$ cat config.mk
export PLATFORM = sky130hd
export DESIGN_NAME = counter_control_gen_flat
export DESIGN_NICKNAME = d
export VERILOG_FILES = /design/src/rtl/counter_control_gen_if.sv /design/src/rtl/counter_control_gen.sv /design/src/flat_wrapper.sv
export SDC_FILE = /design/constraint.sdc
export NUM_CORES = 1
export LEC_CHECK = 0
export BUFFER_PORTS_ARGS = -buffer_cell sky130_fd_sc_hd__buf_4
export CAP_MARGIN = 25
export CORE_ASPECT_RATIO = 1.75
export CORE_MARGIN = 4
export CORE_UTILIZATION = 60
export CTS_BUF_LIST = sky130_fd_sc_hd__clkbuf_4
export DETAILED_ROUTE_END_ITERATION = 16
export GPL_TIMING_DRIVEN = 0
export PLACE_DENSITY_LB_ADDON = 0.1
export SLEW_MARGIN = 20
export SYNTH_ARGS = -nofsm -noshare
export SYNTH_HDL_FRONTEND = slang
export SYNTH_SLANG_ARGS = --single-unit
$ cat constraint.sdc
create_clock -name clk -period 2.47 [get_ports clk]
set_input_delay 0.494 -clock clk [delete_from_list [all_inputs] [get_ports clk]]
set_output_delay 0.494 -clock clk [all_outputs]
set_load 0.02 [all_outputs]
$ cat src/rtl/counter_control_gen_if.sv
`default_nettype none
// ============================================================================
// Module      : counter_control_gen_if
// Description : Bundles the four raw panel buttons and the strobe set handed
//               to the pattern-generator counter bank.
//               master : drives the buttons, observes the strobes (board side)
//               slave  : counter_control_gen itself
// Revision    : 1.0  initial release
// ============================================================================
interface counter_control_gen_if;
    logic btn_sel;      // raw async button: advance counter selection
    logic btn_up;       // raw async button: increment selected counter
    logic btn_dn;       // raw async button: decrement selected counter
    logic btn_clr;      // raw async button: clear selected counter
    logic selector;     // select strobe
    logic incrementor;  // count strobe, direction given by reverse
    logic reverse;      // 1 = count strobe decrements
    logic clr;          // clear strobe
    logic busy;         // sequencer is outside IDLE

    modport master (
        output btn_sel, btn_up, btn_dn, btn_clr,
        input  selector, incrementor, reverse, clr, busy
    );

    modport slave (
        input  btn_sel, btn_up, btn_dn, btn_clr,
        output selector, incrementor, reverse, clr, busy
    );
endinterface
`default_nettype wire

$ cat src/rtl/counter_control_gen.sv
`default_nettype none
// ============================================================================
// Module      : counter_control_gen
// Description : Turns four raw panel buttons into non-overlapping, registered
//               strobes for the counter bank. Each button is synchronised,
//               debounced and rising-edge detected; the resulting events are
//               held in one pending flag per button and replayed one at a time
//               (priority clr > sel > up > dn) as SETUP / PULSE / GAP.
// Ports       : clk        - system clock, sole domain
//               reset_n    - synchronous active-low reset
//               bus        - counter_control_gen_if.slave
//                            (btn_sel/up/dn/clr in; selector, incrementor,
//                             reverse, clr, busy out)
// Options     : COUNTER_CONTROL_GEN_AUTO_REPEAT_EN - when defined, holding
//               up/dn auto-repeats after REPEAT_DELAY, then every
//               REPEAT_PERIOD cycles. Undefined: one event per press.
// Revision    : 1.0  initial release
// ============================================================================
module counter_control_gen #(
    parameter int DEBOUNCE_CYCLES = 50000,
    parameter int PULSE_LEN       = 4,
    parameter int REPEAT_DELAY    = 25000000,
    parameter int REPEAT_PERIOD   = 5000000
) (
    input  logic                 clk,
    input  logic                 reset_n,
    counter_control_gen_if.slave bus
);

    // Button / kind numbering; the lowest index has the highest priority.
    localparam int         c_IDX_CLR  = 0;
    localparam int         c_IDX_SEL  = 1;
    localparam int         c_IDX_UP   = 2;
    localparam int         c_IDX_DN   = 3;
    localparam logic [1:0] c_KIND_CLR = 2'd0;
    localparam logic [1:0] c_KIND_SEL = 2'd1;
    localparam logic [1:0] c_KIND_UP  = 2'd2;
    localparam logic [1:0] c_KIND_DN  = 2'd3;

    localparam int                c_DB_W    = (DEBOUNCE_CYCLES > 1) ? $clog2(DEBOUNCE_CYCLES) : 1;
    localparam logic [c_DB_W-1:0] c_DB_LAST = c_DB_W'(DEBOUNCE_CYCLES - 1);
    localparam logic [c_DB_W-1:0] c_DB_ONE  = c_DB_W'(1);

    localparam int                c_PL_W    = (PULSE_LEN > 1) ? $clog2(PULSE_LEN) : 1;
    localparam logic [c_PL_W-1:0] c_PL_LAST = c_PL_W'(PULSE_LEN - 1);
    localparam logic [c_PL_W-1:0] c_PL_ONE  = c_PL_W'(1);

    localparam logic [1:0] c_ST_IDLE  = 2'd0;
    localparam logic [1:0] c_ST_SETUP = 2'd1;
    localparam logic [1:0] c_ST_PULSE = 2'd2;
    localparam logic [1:0] c_ST_GAP   = 2'd3;

    // Parameter sanity checks. The repeat values are checked in both builds
    // so a bad override is caught before the feature is switched on.
    if (DEBOUNCE_CYCLES < 1) begin : g_chk_debounce
        $error("DEBOUNCE_CYCLES must be >= 1");
    end
    if (PULSE_LEN < 1) begin : g_chk_pulse
        $error("PULSE_LEN must be >= 1");
    end
    if (REPEAT_DELAY < 1 || REPEAT_PERIOD < 1) begin : g_chk_repeat
        $error("REPEAT_DELAY and REPEAT_PERIOD must be >= 1");
    end

    logic [3:0] w_btn_raw;
    logic [3:0] w_press;
    logic [3:0] w_event;
`ifdef COUNTER_CONTROL_GEN_AUTO_REPEAT_EN
    logic [3:0] w_db_level;
`endif

    assign w_btn_raw[c_IDX_CLR] = bus.btn_clr;
    assign w_btn_raw[c_IDX_SEL] = bus.btn_sel;
    assign w_btn_raw[c_IDX_UP]  = bus.btn_up;
    assign w_btn_raw[c_IDX_DN]  = bus.btn_dn;

    // ------------------------------------------------------------------
    // Per-button synchroniser, debouncer and press detector
    // ------------------------------------------------------------------
    genvar gi;
    for (gi = 0; gi < 4; gi++) begin : g_btn
        logic [1:0]        r_sync;
        logic [c_DB_W-1:0] r_db_cnt;
        logic              r_db_level;

        always_ff @(posedge clk) begin
            if (!reset_n) begin
                r_sync     <= 2'b00;
                r_db_cnt   <= '0;
                r_db_level <= 1'b0;
            end else begin
                r_sync <= {r_sync[0], w_btn_raw[gi]};
                // The counter only runs while the synced level disagrees with
                // the accepted level; any return to agreement restarts it.
                if (r_sync[1] == r_db_level) begin
                    r_db_cnt <= '0;
                end else if (r_db_cnt == c_DB_LAST) begin
                    r_db_cnt   <= '0;
                    r_db_level <= r_sync[1];
                end else begin
                    r_db_cnt <= r_db_cnt + c_DB_ONE;
                end
            end
        end

        // Press is flagged in the same cycle the debounced level rises, so
        // the pending flag and the debounced level update together.
        assign w_press[gi] = r_sync[1] && !r_db_level && (r_db_cnt == c_DB_LAST);
`ifdef COUNTER_CONTROL_GEN_AUTO_REPEAT_EN
        assign w_db_level[gi] = r_db_level;
`endif
    end

    // ------------------------------------------------------------------
    // Optional auto-repeat for up/dn
    // ------------------------------------------------------------------
`ifdef COUNTER_CONTROL_GEN_AUTO_REPEAT_EN
    localparam int                c_RP_MAX  = (REPEAT_DELAY > REPEAT_PERIOD) ? REPEAT_DELAY : REPEAT_PERIOD;
    localparam int                c_RP_W    = (c_RP_MAX > 1) ? $clog2(c_RP_MAX) : 1;
    localparam logic [c_RP_W-1:0] c_RD_LAST = c_RP_W'(REPEAT_DELAY - 1);
    localparam logic [c_RP_W-1:0] c_RP_LAST = c_RP_W'(REPEAT_PERIOD - 1);
    localparam logic [c_RP_W-1:0] c_RP_ONE  = c_RP_W'(1);

    logic [1:0] w_repeat;

    genvar gr;
    for (gr = c_IDX_UP; gr <= c_IDX_DN; gr++) begin : g_rep
        logic [c_RP_W-1:0] r_rep_cnt;
        logic              r_rep_armed;   // initial delay has elapsed
        logic              w_rep_fire;

        assign w_rep_fire = w_db_level[gr] &&
                            ((!r_rep_armed && (r_rep_cnt == c_RD_LAST)) ||
                             ( r_rep_armed && (r_rep_cnt == c_RP_LAST)));

        // Held at zero while the debounced level is low, so counting starts
        // from zero on the cycle after the press event.
        always_ff @(posedge clk) begin
            if (!reset_n || !w_db_level[gr]) begin
                r_rep_cnt   <= '0;
                r_rep_armed <= 1'b0;
            end else if (w_rep_fire) begin
                r_rep_cnt   <= '0;
                r_rep_armed <= 1'b1;
            end else begin
                r_rep_cnt <= r_rep_cnt + c_RP_ONE;
            end
        end

        assign w_repeat[gr - c_IDX_UP] = w_rep_fire;
    end

    assign w_event = w_press | {w_repeat, 2'b00};
`else
    assign w_event = w_press;
`endif

    // ------------------------------------------------------------------
    // Pending flags: set wins over the clear issued by the sequencer
    // ------------------------------------------------------------------
    logic [3:0] r_pend;
    logic [3:0] w_pend_clr;
    logic [3:0] w_pick;
    logic [1:0] w_pick_kind;

    always_ff @(posedge clk) begin
        if (!reset_n) begin
            r_pend <= 4'b0000;
        end else begin
            r_pend <= (r_pend & ~w_pend_clr) | w_event;
        end
    end

    assign w_pick[c_IDX_CLR] = r_pend[c_IDX_CLR];
    assign w_pick[c_IDX_SEL] = r_pend[c_IDX_SEL] && !r_pend[c_IDX_CLR];
    assign w_pick[c_IDX_UP]  = r_pend[c_IDX_UP]  && !r_pend[c_IDX_CLR] && !r_pend[c_IDX_SEL];
    assign w_pick[c_IDX_DN]  = r_pend[c_IDX_DN]  && !r_pend[c_IDX_CLR] && !r_pend[c_IDX_SEL]
                                                 && !r_pend[c_IDX_UP];

    assign w_pick_kind = w_pick[c_IDX_CLR] ? c_KIND_CLR :
                         w_pick[c_IDX_SEL] ? c_KIND_SEL :
                         w_pick[c_IDX_UP]  ? c_KIND_UP  : c_KIND_DN;

    // ------------------------------------------------------------------
    // Strobe sequencer
    // ------------------------------------------------------------------
    logic [1:0]        r_state;
    logic [c_PL_W-1:0] r_cnt;
    logic [1:0]        r_kind;
    logic              r_reverse;
    logic              r_selector;
    logic              r_incrementor;
    logic              r_clr;

    logic [1:0]        w_state_nxt;
    logic [c_PL_W-1:0] w_cnt_nxt;
    logic [1:0]        w_kind_nxt;
    logic              w_reverse_nxt;
    logic              w_strobe_nxt;
    logic              w_selector_nxt;
    logic              w_incrementor_nxt;
    logic              w_clr_nxt;

    always_ff @(posedge clk) begin
        if (!reset_n) begin
            r_state       <= c_ST_IDLE;
            r_cnt         <= '0;
            r_kind        <= c_KIND_CLR;
            r_reverse     <= 1'b0;
            r_selector    <= 1'b0;
            r_incrementor <= 1'b0;
            r_clr         <= 1'b0;
        end else begin
            r_state       <= w_state_nxt;
            r_cnt         <= w_cnt_nxt;
            r_kind        <= w_kind_nxt;
            r_reverse     <= w_reverse_nxt;
            r_selector    <= w_selector_nxt;
            r_incrementor <= w_incrementor_nxt;
            r_clr         <= w_clr_nxt;
        end
    end

    always_comb begin
        w_state_nxt   = r_state;
        w_cnt_nxt     = r_cnt;
        w_kind_nxt    = r_kind;
        w_reverse_nxt = r_reverse;
        w_strobe_nxt  = 1'b0;
        w_pend_clr    = 4'b0000;

        case (r_state)
            c_ST_IDLE: begin
                if (|r_pend) begin
                    w_state_nxt = c_ST_SETUP;
                    w_kind_nxt  = w_pick_kind;
                    w_pend_clr  = w_pick;
                    // reverse is updated on entry to SETUP so it is already
                    // settled for the whole cycle before the strobe rises;
                    // sel/clr leave it untouched.
                    if (w_pick_kind == c_KIND_UP) begin
                        w_reverse_nxt = 1'b0;
                    end else if (w_pick_kind == c_KIND_DN) begin
                        w_reverse_nxt = 1'b1;
                    end
                end
            end
            c_ST_SETUP: begin
                w_state_nxt  = c_ST_PULSE;
                w_cnt_nxt    = '0;
                w_strobe_nxt = 1'b1;
            end
            c_ST_PULSE: begin
                if (r_cnt == c_PL_LAST) begin
                    w_state_nxt = c_ST_GAP;
                    w_cnt_nxt   = '0;
                end else begin
                    w_cnt_nxt    = r_cnt + c_PL_ONE;
                    w_strobe_nxt = 1'b1;
                end
            end
            default: begin  // c_ST_GAP
                if (r_cnt == c_PL_LAST) begin
                    w_state_nxt = c_ST_IDLE;
                    w_cnt_nxt   = '0;
                end else begin
                    w_cnt_nxt = r_cnt + c_PL_ONE;
                end
            end
        endcase

        // r_kind is stable from SETUP through PULSE, so decoding it here
        // cannot glitch the registered strobes.
        w_selector_nxt    = w_strobe_nxt && (r_kind == c_KIND_SEL);
        w_clr_nxt         = w_strobe_nxt && (r_kind == c_KIND_CLR);
        w_incrementor_nxt = w_strobe_nxt && ((r_kind == c_KIND_UP) || (r_kind == c_KIND_DN));
    end

    assign bus.selector    = r_selector;
    assign bus.incrementor = r_incrementor;
    assign bus.clr         = r_clr;
    assign bus.reverse     = r_reverse;
    assign bus.busy        = (r_state != c_ST_IDLE);

endmodule
`default_nettype wire
$ cat src/flat_wrapper.sv
// flat-port wrapper written by rule: the top's interface ports become plain ports
module counter_control_gen_flat 
#(
    parameter int DEBOUNCE_CYCLES = 50000,
    parameter int PULSE_LEN       = 4,
    parameter int REPEAT_DELAY    = 25000000,
    parameter int REPEAT_PERIOD   = 5000000
)
  (clk, reset_n, bus_btn_sel, bus_btn_up, bus_btn_dn, bus_btn_clr, bus_selector, bus_incrementor, bus_reverse, bus_clr, bus_busy);
  counter_control_gen_if bus_i ();
  input  logic clk;
  input  logic reset_n;
  input wire logic [$bits(bus_i.btn_sel)-1:0] bus_btn_sel;
  input wire logic [$bits(bus_i.btn_up)-1:0] bus_btn_up;
  input wire logic [$bits(bus_i.btn_dn)-1:0] bus_btn_dn;
  input wire logic [$bits(bus_i.btn_clr)-1:0] bus_btn_clr;
  output wire logic [$bits(bus_i.selector)-1:0] bus_selector;
  output wire logic [$bits(bus_i.incrementor)-1:0] bus_incrementor;
  output wire logic [$bits(bus_i.reverse)-1:0] bus_reverse;
  output wire logic [$bits(bus_i.clr)-1:0] bus_clr;
  output wire logic [$bits(bus_i.busy)-1:0] bus_busy;
  assign bus_i.btn_sel = bus_btn_sel;
  assign bus_i.btn_up = bus_btn_up;
  assign bus_i.btn_dn = bus_btn_dn;
  assign bus_i.btn_clr = bus_btn_clr;
  assign bus_selector = bus_i.selector;
  assign bus_incrementor = bus_i.incrementor;
  assign bus_reverse = bus_i.reverse;
  assign bus_clr = bus_i.clr;
  assign bus_busy = bus_i.busy;
  counter_control_gen #(.DEBOUNCE_CYCLES(DEBOUNCE_CYCLES), .PULSE_LEN(PULSE_LEN), .REPEAT_DELAY(REPEAT_DELAY), .REPEAT_PERIOD(REPEAT_PERIOD)) u_core (.clk(clk), .reset_n(reset_n), .bus(bus_i));
endmodule
==> impl_summary.txt, run 1 <==
----------------------------------------------------
[Floorplanning]
  Die extent in x ... approximately 69 um
  Full die area ... 0.00796 mm2
  Placement row count ... 38
  Starting density of the core ... 62.6%
  Io pins ... 11
  Height of the die ... 115 um
  Core Region ... approximately 0.0063 mm2

[GRT]
  Vias in the first global route ... 2831
  First-pass GRT wire length ... around 12 mm
  Pin count of the biggest net entering global routing ... 14
  Total global-route track usage ... a little under a fifth
  Number of antenna violations at the first check in global routing ... 0
  Remaining global-route overflow ... 0

[Final layout]
  Most common cell after layout, fill and taps aside ... sky130_fd_sc_hd__dfxtp_1
  Final instance area ... 0.00421 mm2
  Antenna Cells ... 0
  Area taken by multi-input logic gates ... 0.00195 mm2
  Filler Cell Count ... ~550
  Relative area change from synthesis to final layout ... 7.20%
  Number of nets in the layout ... roughly 470
  Fraction of layout instances using a drive strength above 1 ... about 8.4%
  Sequential cell area ... around 0.0018 mm2
  Top library cells by usage in the layout, fill and taps aside ... sky130_fd_sc_hd__dfxtp_1, sky130_fd_sc_hd__nor2_1, sky130_fd_sc_hd__xnor2_1

[Critical path]
  Critical Path RT ... around 2800 ps
  List of cells traversed by the critical path ... inv_1 -> ha_1 -> buf_2 -> or3b_2 -> o32ai_1 -> mux2i_1 -> nor2_1
  Maximum cell stage delay along the critical path ... 510 ps
  Kind of launch point of the worst setup path ... flip-flop
  Critical setup path kind ... reg -> reg
  Critical path capture point type ... flip-flop
  Crit path arrival time ... 2380 ps
  Register-to-register path setup slack ... 410 ps
  Largest fanout on the critical path ... 10
  Slowest stage cell, crit path ... sky130_fd_sc_hd__or3b_2
  Top Family by Delay on Critical Path ... simple AND/OR/NAND/NOR gates
  Buffers plus inverters on the worst setup path ... 2

[Synth]
  Synth Area per Inst ... ~9 um2
  Most used flip-flop cell after synthesis ... sky130_fd_sc_hd__dfxtp_1
  Number of cells produced by synthesis ... 431
  Synthesized netlist net count ... around 450
  Post-synth ARST share ... 0%
  Count of flip-flops with a built-in enable after synthesis ... 0
  Count of warnings emitted by yosys ... 0
  Synth unique cells ... between 40 and 50
  Seq/Total Area, Yosys ... ~46%
  Netlist Area Pre-Place ... slightly below 0.004 mm2
  Register bit count reported by yosys ... 90

[Placement]
  HPWL after DPL ... 4.88 mm
  Input/output buffers ... 9
  Area of placed instances ... 0.00410 mm2
  Gp weighted congestion ... 0.786

[CTS]
  CTS tree ... yes
  Setup Buffers After CTS ... 0
  Post-cts hold buffer count ... 0
  Clock root cell ... sky130_fd_sc_hd__clkbuf_4
  CTS H-tree depth ... 3
  Post-CTS sizing ... 0
  Clock latency of the later-clocked register in the worst-skew pair ... between 400 and 500 ps
  Clock tree buffer depth ... 2
  Num Clock Sinks ... 90
  Number of CTS-inserted buffers ... 9
  Worst-path clk slew ... between 100 and 150 ps

[STA]
  Final-layout setup total negative slack ... 0 ps
  Pins Over Slew Limit ... 0
  RSZ-0062 raised after global routing ... false
  Actual transition at the worst max-transition pin ... 442 ps
  Final worst-path cycle share ... 83.5%
  Top achievable clock speed ... 485 MHz
  Final Hold Fails ... 0
  Relative slew margins ... 70.5%
  Shortest clock period the worst path allows after layout ... 2060 ps
  Post-Route Skew ... 10.3 ps
  Number of setup violations in the final report ... 0

[Pwr]
  Worst VDD drop ... between 0.5 and 0.6 mV
  Power Density ... approximately 570 mW/mm2
  Leak pwr ... approximately 1.3 nW

[Drt]
  Via total after detailed routing ... 2958
  Antenna-violating nets left ... 0
  Post-detailed-route wirelength per cell ... 12.5 um
  Vias per Instance ... around 5.5
  Wire length reported by the detailed router ... approximately 6.7 mm
  First-pass iteration count of the detailed router ... 4
  DRC marker count from the first detailed-route iteration ... 124
  DR DRC count ... 0

[Run]
  Max-cap viol count ... 0

[Outcome]
  Outcome ... completed

[Worst hold path]
  Type of the worst min-delay path ... in -> reg

----------------------------------------------------
==> cells in the mapped netlist (4+ instances only) <==
| cell | instances | area, um2 |
|---|---|---|
| sky130_fd_sc_hd__a21oi_1 | 11 | 55.1 |
| sky130_fd_sc_hd__and2_1 | 8 | 50.1 |
| sky130_fd_sc_hd__and3_1 | 5 | 31.3 |
| sky130_fd_sc_hd__clkbuf_1 | 5 | 18.8 |
| sky130_fd_sc_hd__dfxtp_1 | 90 | 1800 |
| sky130_fd_sc_hd__ha_1 | 12 | 150 |
| sky130_fd_sc_hd__inv_1 | 26 | 97.6 |
| sky130_fd_sc_hd__nand2_1 | 15 | 56.3 |
| sky130_fd_sc_hd__nand3_1 | 26 | 130 |
| sky130_fd_sc_hd__nand4_1 | 13 | 81.3 |
| sky130_fd_sc_hd__nor2_1 | 78 | 293 |
| sky130_fd_sc_hd__nor3_1 | 13 | 65.1 |
| sky130_fd_sc_hd__nor4_1 | 18 | 113 |
| sky130_fd_sc_hd__o21ai_0 | 5 | 25.0 |
| sky130_fd_sc_hd__o31ai_1 | 4 | 30.0 |
| sky130_fd_sc_hd__or4_1 | 4 | 30.0 |
| sky130_fd_sc_hd__xnor2_1 | 44 | 385 |
| sky130_fd_sc_hd__xor2_1 | 9 | 78.8 |
==> cell type report <==
| type | instances | area share [%] |
|---|---|---|
| Clock inverter | 5 | 1.13 |
| Sequential cell | 90 | 42.8 |
| Buffer | 12 | 1.90 |
| Multi-Input combinational cell | 303 | 46.3 |
| Clock buffer | 9 | 1.60 |
| Tap cell | 80 | 2.38 |
| Timing Repair Buffer | 9 | 1.60 |
| Inverter | 26 | 2.32 |
==> per-stage QoR <==
stage	instances	total power, W	hold WS (ps)	util, %	setup slack (ps)
CTS	534	0.00242	238	67.1	407
global route	534	0.00250	248	67.1	272
detailed placement	520	0.00168	421	65.3	441
global placement	520	0.00168	418	65.3	462
floorplan	431	0.00164	412	-	633
finish	534	0.00239	261	67.1	409
==> metal layers <==
| metal | global-route usage, % | routed length (um) | up-vias |
|---|---|---|---|
| met4 | 10.4 | 172 | 0 |
| met1 | 19.2 | 2790 | 1390 |
| li1 | - | - | 1532 |
| met5 | 0 | 0 | - |
| met3 | 3.15 | 142 | 10 |
| met2 | 34.1 | 3590 | 26 |
==> logic make-up after synthesis <==
logic type,share of synthesized area (%)
xor+xnor,11.8
simple gates,27.9
compound gates,5.83
flops,45.9
mux,0.255
fa+ha+maj,3.82
buf+inv,4.52
==> where the power goes <==
part	switching, W	internal, W
clock	0.000456	0.000289
combinational	0.0000962	0.0000691
sequential	0.0000117	0.00147
==> worst paths after layout <==
| check | startpoint | end | depth (start not counted) |
|---|---|---|---|
| setup / recovery | u_core.r_state[0] | u_core.r_state[1] | 7 |
| hold reg to reg | u_core.g_btn[1].r_sync[0] | u_core.g_btn[1].r_sync[1] | 1 |
| setup reg to reg | u_core.r_state[0] | u_core.r_state[1] | 7 |
| hold / removal | bus_btn_sel | u_core.g_btn[1].r_sync[0] | 2 |
==> worst register-to-register path: stages, from the launching register on <==
cell	delay (ps)
sky130_fd_sc_hd__dfxtp_1	340
sky130_fd_sc_hd__inv_1	90
sky130_fd_sc_hd__ha_1	140
sky130_fd_sc_hd__buf_2	180
sky130_fd_sc_hd__or3b_2	510
sky130_fd_sc_hd__o32ai_1	400
sky130_fd_sc_hd__mux2i_1	250
sky130_fd_sc_hd__nor2_1	50
==> state kept, by name (all words and copies together) (netlist names), 2 cells and up <==
signal / cells
u_core.g_btn.r_db_cnt: 64
u_core.g_btn.r_db_level: 4
u_core.g_btn.r_sync: 8
u_core.r_cnt: 2
u_core.r_kind: 2
u_core.r_pend: 4
u_core.r_state: 2
Power figures use the tool's default switching activity.
==> inputs of run 2 (changes only) <==
Settings changed: CORE_UTILIZATION 60 to 58.
Clock period 2.47 ns to 1.8 ns, I/O delays scaled along.
==> run 2 against run 1 <==
Clock skew grew 10 ps. Worst hold slack worse by 150 ps. Die area is 3.1% higher. Flip-flop and latch count unchanged. Via count rose by 0.85%. Core utilization is 0.56 points higher. Highest routed layer unchanged.
==> impl_summary.txt, run 2 (synthesized netlist as in run 1, its figures left out) <==
----------------------------------------------------
[Outcome]
  Outcome ... completed

[Final layout]
  Antenna Cells ... 0 (unchanged)
  Sequential cell area ... 0.00182 mm2 (+1.2%)
  Area taken by multi-input logic gates ... 0.00201 mm2 (+3.2%)
  Filler Cell Count ... 556 (+0.72%)
  Number of flip-flops under the largest register name ... 64 (unchanged)
  Top Registers ... u_core.g_btn.r_db_cnt x64, u_core.g_btn.r_sync x8
  Top reg by flops ... u_core.g_btn.r_db_cnt
  Relative area change from synthesis to final layout ... 12.6%
  Fraction of layout instances using a drive strength above 1 ... 15.3% (+7.0 points)
  Most common cell after layout, fill and taps aside ... sky130_fd_sc_hd__dfxtp_1
  Top library cells by usage in the layout, fill and taps aside ... sky130_fd_sc_hd__dfxtp_1, sky130_fd_sc_hd__nor2_1, sky130_fd_sc_hd__xnor2_1
  Number of nets in the layout ... 476 (+1.5%)
  Post-route core utilization ... 67.7% (+0.56 points)

[STA]
  Shortest clock period the worst path allows after layout ... 1730 ps (-328 ps)
  Number of setup violations in the final report ... 0 (unchanged)
  Post-Route Skew ... 20.5 ps (+10.2 ps)
  Final worst-path cycle share ... 96.3% (+13 points)
  Relative slew margins ... 71.5% (+0.97 points)
  Top achievable clock speed ... 577 MHz (+19%)
  Actual transition at the worst max-transition pin ... 428 ps (-14.6 ps)
  Final Hold Fails ... 0 (unchanged)
  Worst path setup slack after routing ... 67.1 ps (-342 ps)
  Pins Over Slew Limit ... 0 (unchanged)

[CTS]
  CTS H-tree depth ... 3 (unchanged)
  Clock latency of the later-clocked register in the worst-skew pair ... 450 ps (+20 ps)
  Post-cts hold buffer count ... 0 (unchanged)
  CTS tree ... yes
  Number of CTS-inserted buffers ... 9 (unchanged)
  Worst-path clk slew ... 150 ps (+30 ps)
  Clock root cell ... sky130_fd_sc_hd__clkbuf_4
  Num Clock Sinks ... 90 (unchanged)
  Clock tree buffer depth ... 2 (unchanged)

[Floorplanning]
  Height of the die ... 117 um (+1.6%)
  Core Region ... 0.00654 mm2 (+4.2%)
  Placement row count ... 39 (+2.6%)
  Starting density of the core ... 60.1% (-2.5 points)
  Full die area ... 0.00821 mm2 (+3.1%)
  Io pins ... 11 (unchanged)
  Die extent in x ... 70.2 um (+1.5%)

[Critical path]
  Crit path arrival time ... 2080 ps (-300 ps)
  Register-to-register path setup slack ... 70 ps (-340 ps)
  Critical path capture point type ... flip-flop
  Critical Path RT ... 2140 ps (-650 ps)
  Critical setup path kind ... reg -> reg
  Kind of launch point of the worst setup path ... flip-flop
  Largest fanout on the critical path ... 16 (+6)

[GRT]
  GRT Max-Usage Layer ... met2
  First-pass GRT wire length ... 12.7 mm (+5.5%)
  Pin count of the biggest net entering global routing ... 17 (+3)
  Met2 Resource Use GR ... 36.2% (+2.1 points)
  Remaining global-route overflow ... 0 (unchanged)
  Met3 capacity usage during global routing ... 2.65% (-0.50 points)
  Routing usage on met1 ... 19.7% (+0.50 points)
  Total global-route track usage ... 19.0% (+0.72 points)
  Number of antenna violations at the first check in global routing ... 0 (unchanged)
  Vias in the first global route ... 2978 (+5.2%)

[Worst hold path]
  Type of the worst min-delay path ... in -> reg

[Drt]
  Post-detailed-route wirelength per cell ... 13.1 um (+4.6%)
  Via total after detailed routing ... 2983 (+0.85%)
  Antenna-violating nets left ... 0 (unchanged)
  Vias per Instance ... 5.47 (-1.2%)
  DR DRC count ... 0 (unchanged)
  First-pass iteration count of the detailed router ... 4 (unchanged)
  Wire length reported by the detailed router ... 7.15 mm (+6.8%)
  DRC marker count from the first detailed-route iteration ... 100 (-19%)

[Placement]
  HPWL after DPL ... 5.09 mm (+4.5%)
  Pre-CTS worst setup slack ... -130 ps (-572 ps)
  Gp weighted congestion ... 0.799 (+1.7%)
  Input/output buffers ... 9 (unchanged)

[Run]
  Max-cap viol count ... 0 (unchanged)

[Pwr]
  Power Density ... 817 mW/mm2 (+44%)
  Leak pwr ... 1.41 nW (+4.8%)
  Worst VDD drop ... 0.704 mV (+32%)

----------------------------------------------------
run 2: cell types whose count changed in the layout (fill, tap and decap cells not counted), sizes merged:
| cell | change |
|---|---|
| bufinv | +1 |
| clkinvlp | +2 |
| clkbuf | -1 |
| inv | +1 |
| buf | +8 |
| clkinv | -2 |
run 2: cell type report:
class / count / share of cell area, %
clock inverters: 7 / 2.29
well taps: 82 / 2.32
repair buffers: 18 / 3.14
clock buffers: 9 / 1.53
inverters: 26 / 2.26
flip-flops and latches: 90 / 41.2
multi-input cells: 303 / 45.5
plain buffers: 10 / 1.78
run 2: report_power, final:
part | switching [W] | total, W | internal (W)
clock network | 0.000700 | 0.00127 | 0.000572
registers | 0.0000178 | 0.00204 | 0.00202
logic | 0.000157 | 0.000310 | 0.000153
total | 0.000874 | 0.00362 | 0.00274
run 2: metal layers:
layer	share of wire, %	up-vias	wire length (um)
met5	0	-	0
met4	1.8	0	131
met3	2.3	13	167
met2	54	34	3880
met1	42	1395	2970
li1	-	1541	-
run 2: path summary, 6_finish.rpt:
path,startpoint,to,cells after the start
worst max-delay path,u_core.g_btn[0].r_db_cnt[11],u_core.g_btn[0].r_db_cnt[15],5
worst min-delay path,bus_btn_up,u_core.g_btn[2].r_sync[0],2
worst max register to register,u_core.g_btn[0].r_db_cnt[11],u_core.g_btn[0].r_db_cnt[15],5
worst min register to register,u_core.g_btn[1].r_sync[0],u_core.g_btn[1].r_sync[1],1
run 2: critical path, stage by stage (launching register included):
cell and delay (ps):
sky130_fd_sc_hd__dfxtp_1 390, sky130_fd_sc_hd__or4_4 510, sky130_fd_sc_hd__nor4_4 320, sky130_fd_sc_hd__or3_1 170, sky130_fd_sc_hd__buf_6 170, sky130_fd_sc_hd__nor2_1 70
run 2: metrics by stage:
step	hold slack (ps)	power, W	TNS [ps]	cell area, um2	instances
2_1_floorplan	412	0.00226	0	3940	431
3_3_place_gp	418	0.00231	-2240	4110	522
3_5_place_dp	420	0.00232	-3170	4110	522
4_1_cts	86.6	0.00365	0	4370	544
5_1_grt	103	0.00376	-259	4420	545
6_report	115	0.00362	0	4420	545
run 2: timing repair:
action                                  4_1_cts  5_1_grt
buffers inserted                              7        2
gates cloned                                  0        0
pin swaps                                     5        4
endpoints found under the setup margin       49       48
resized for setup                            17       17
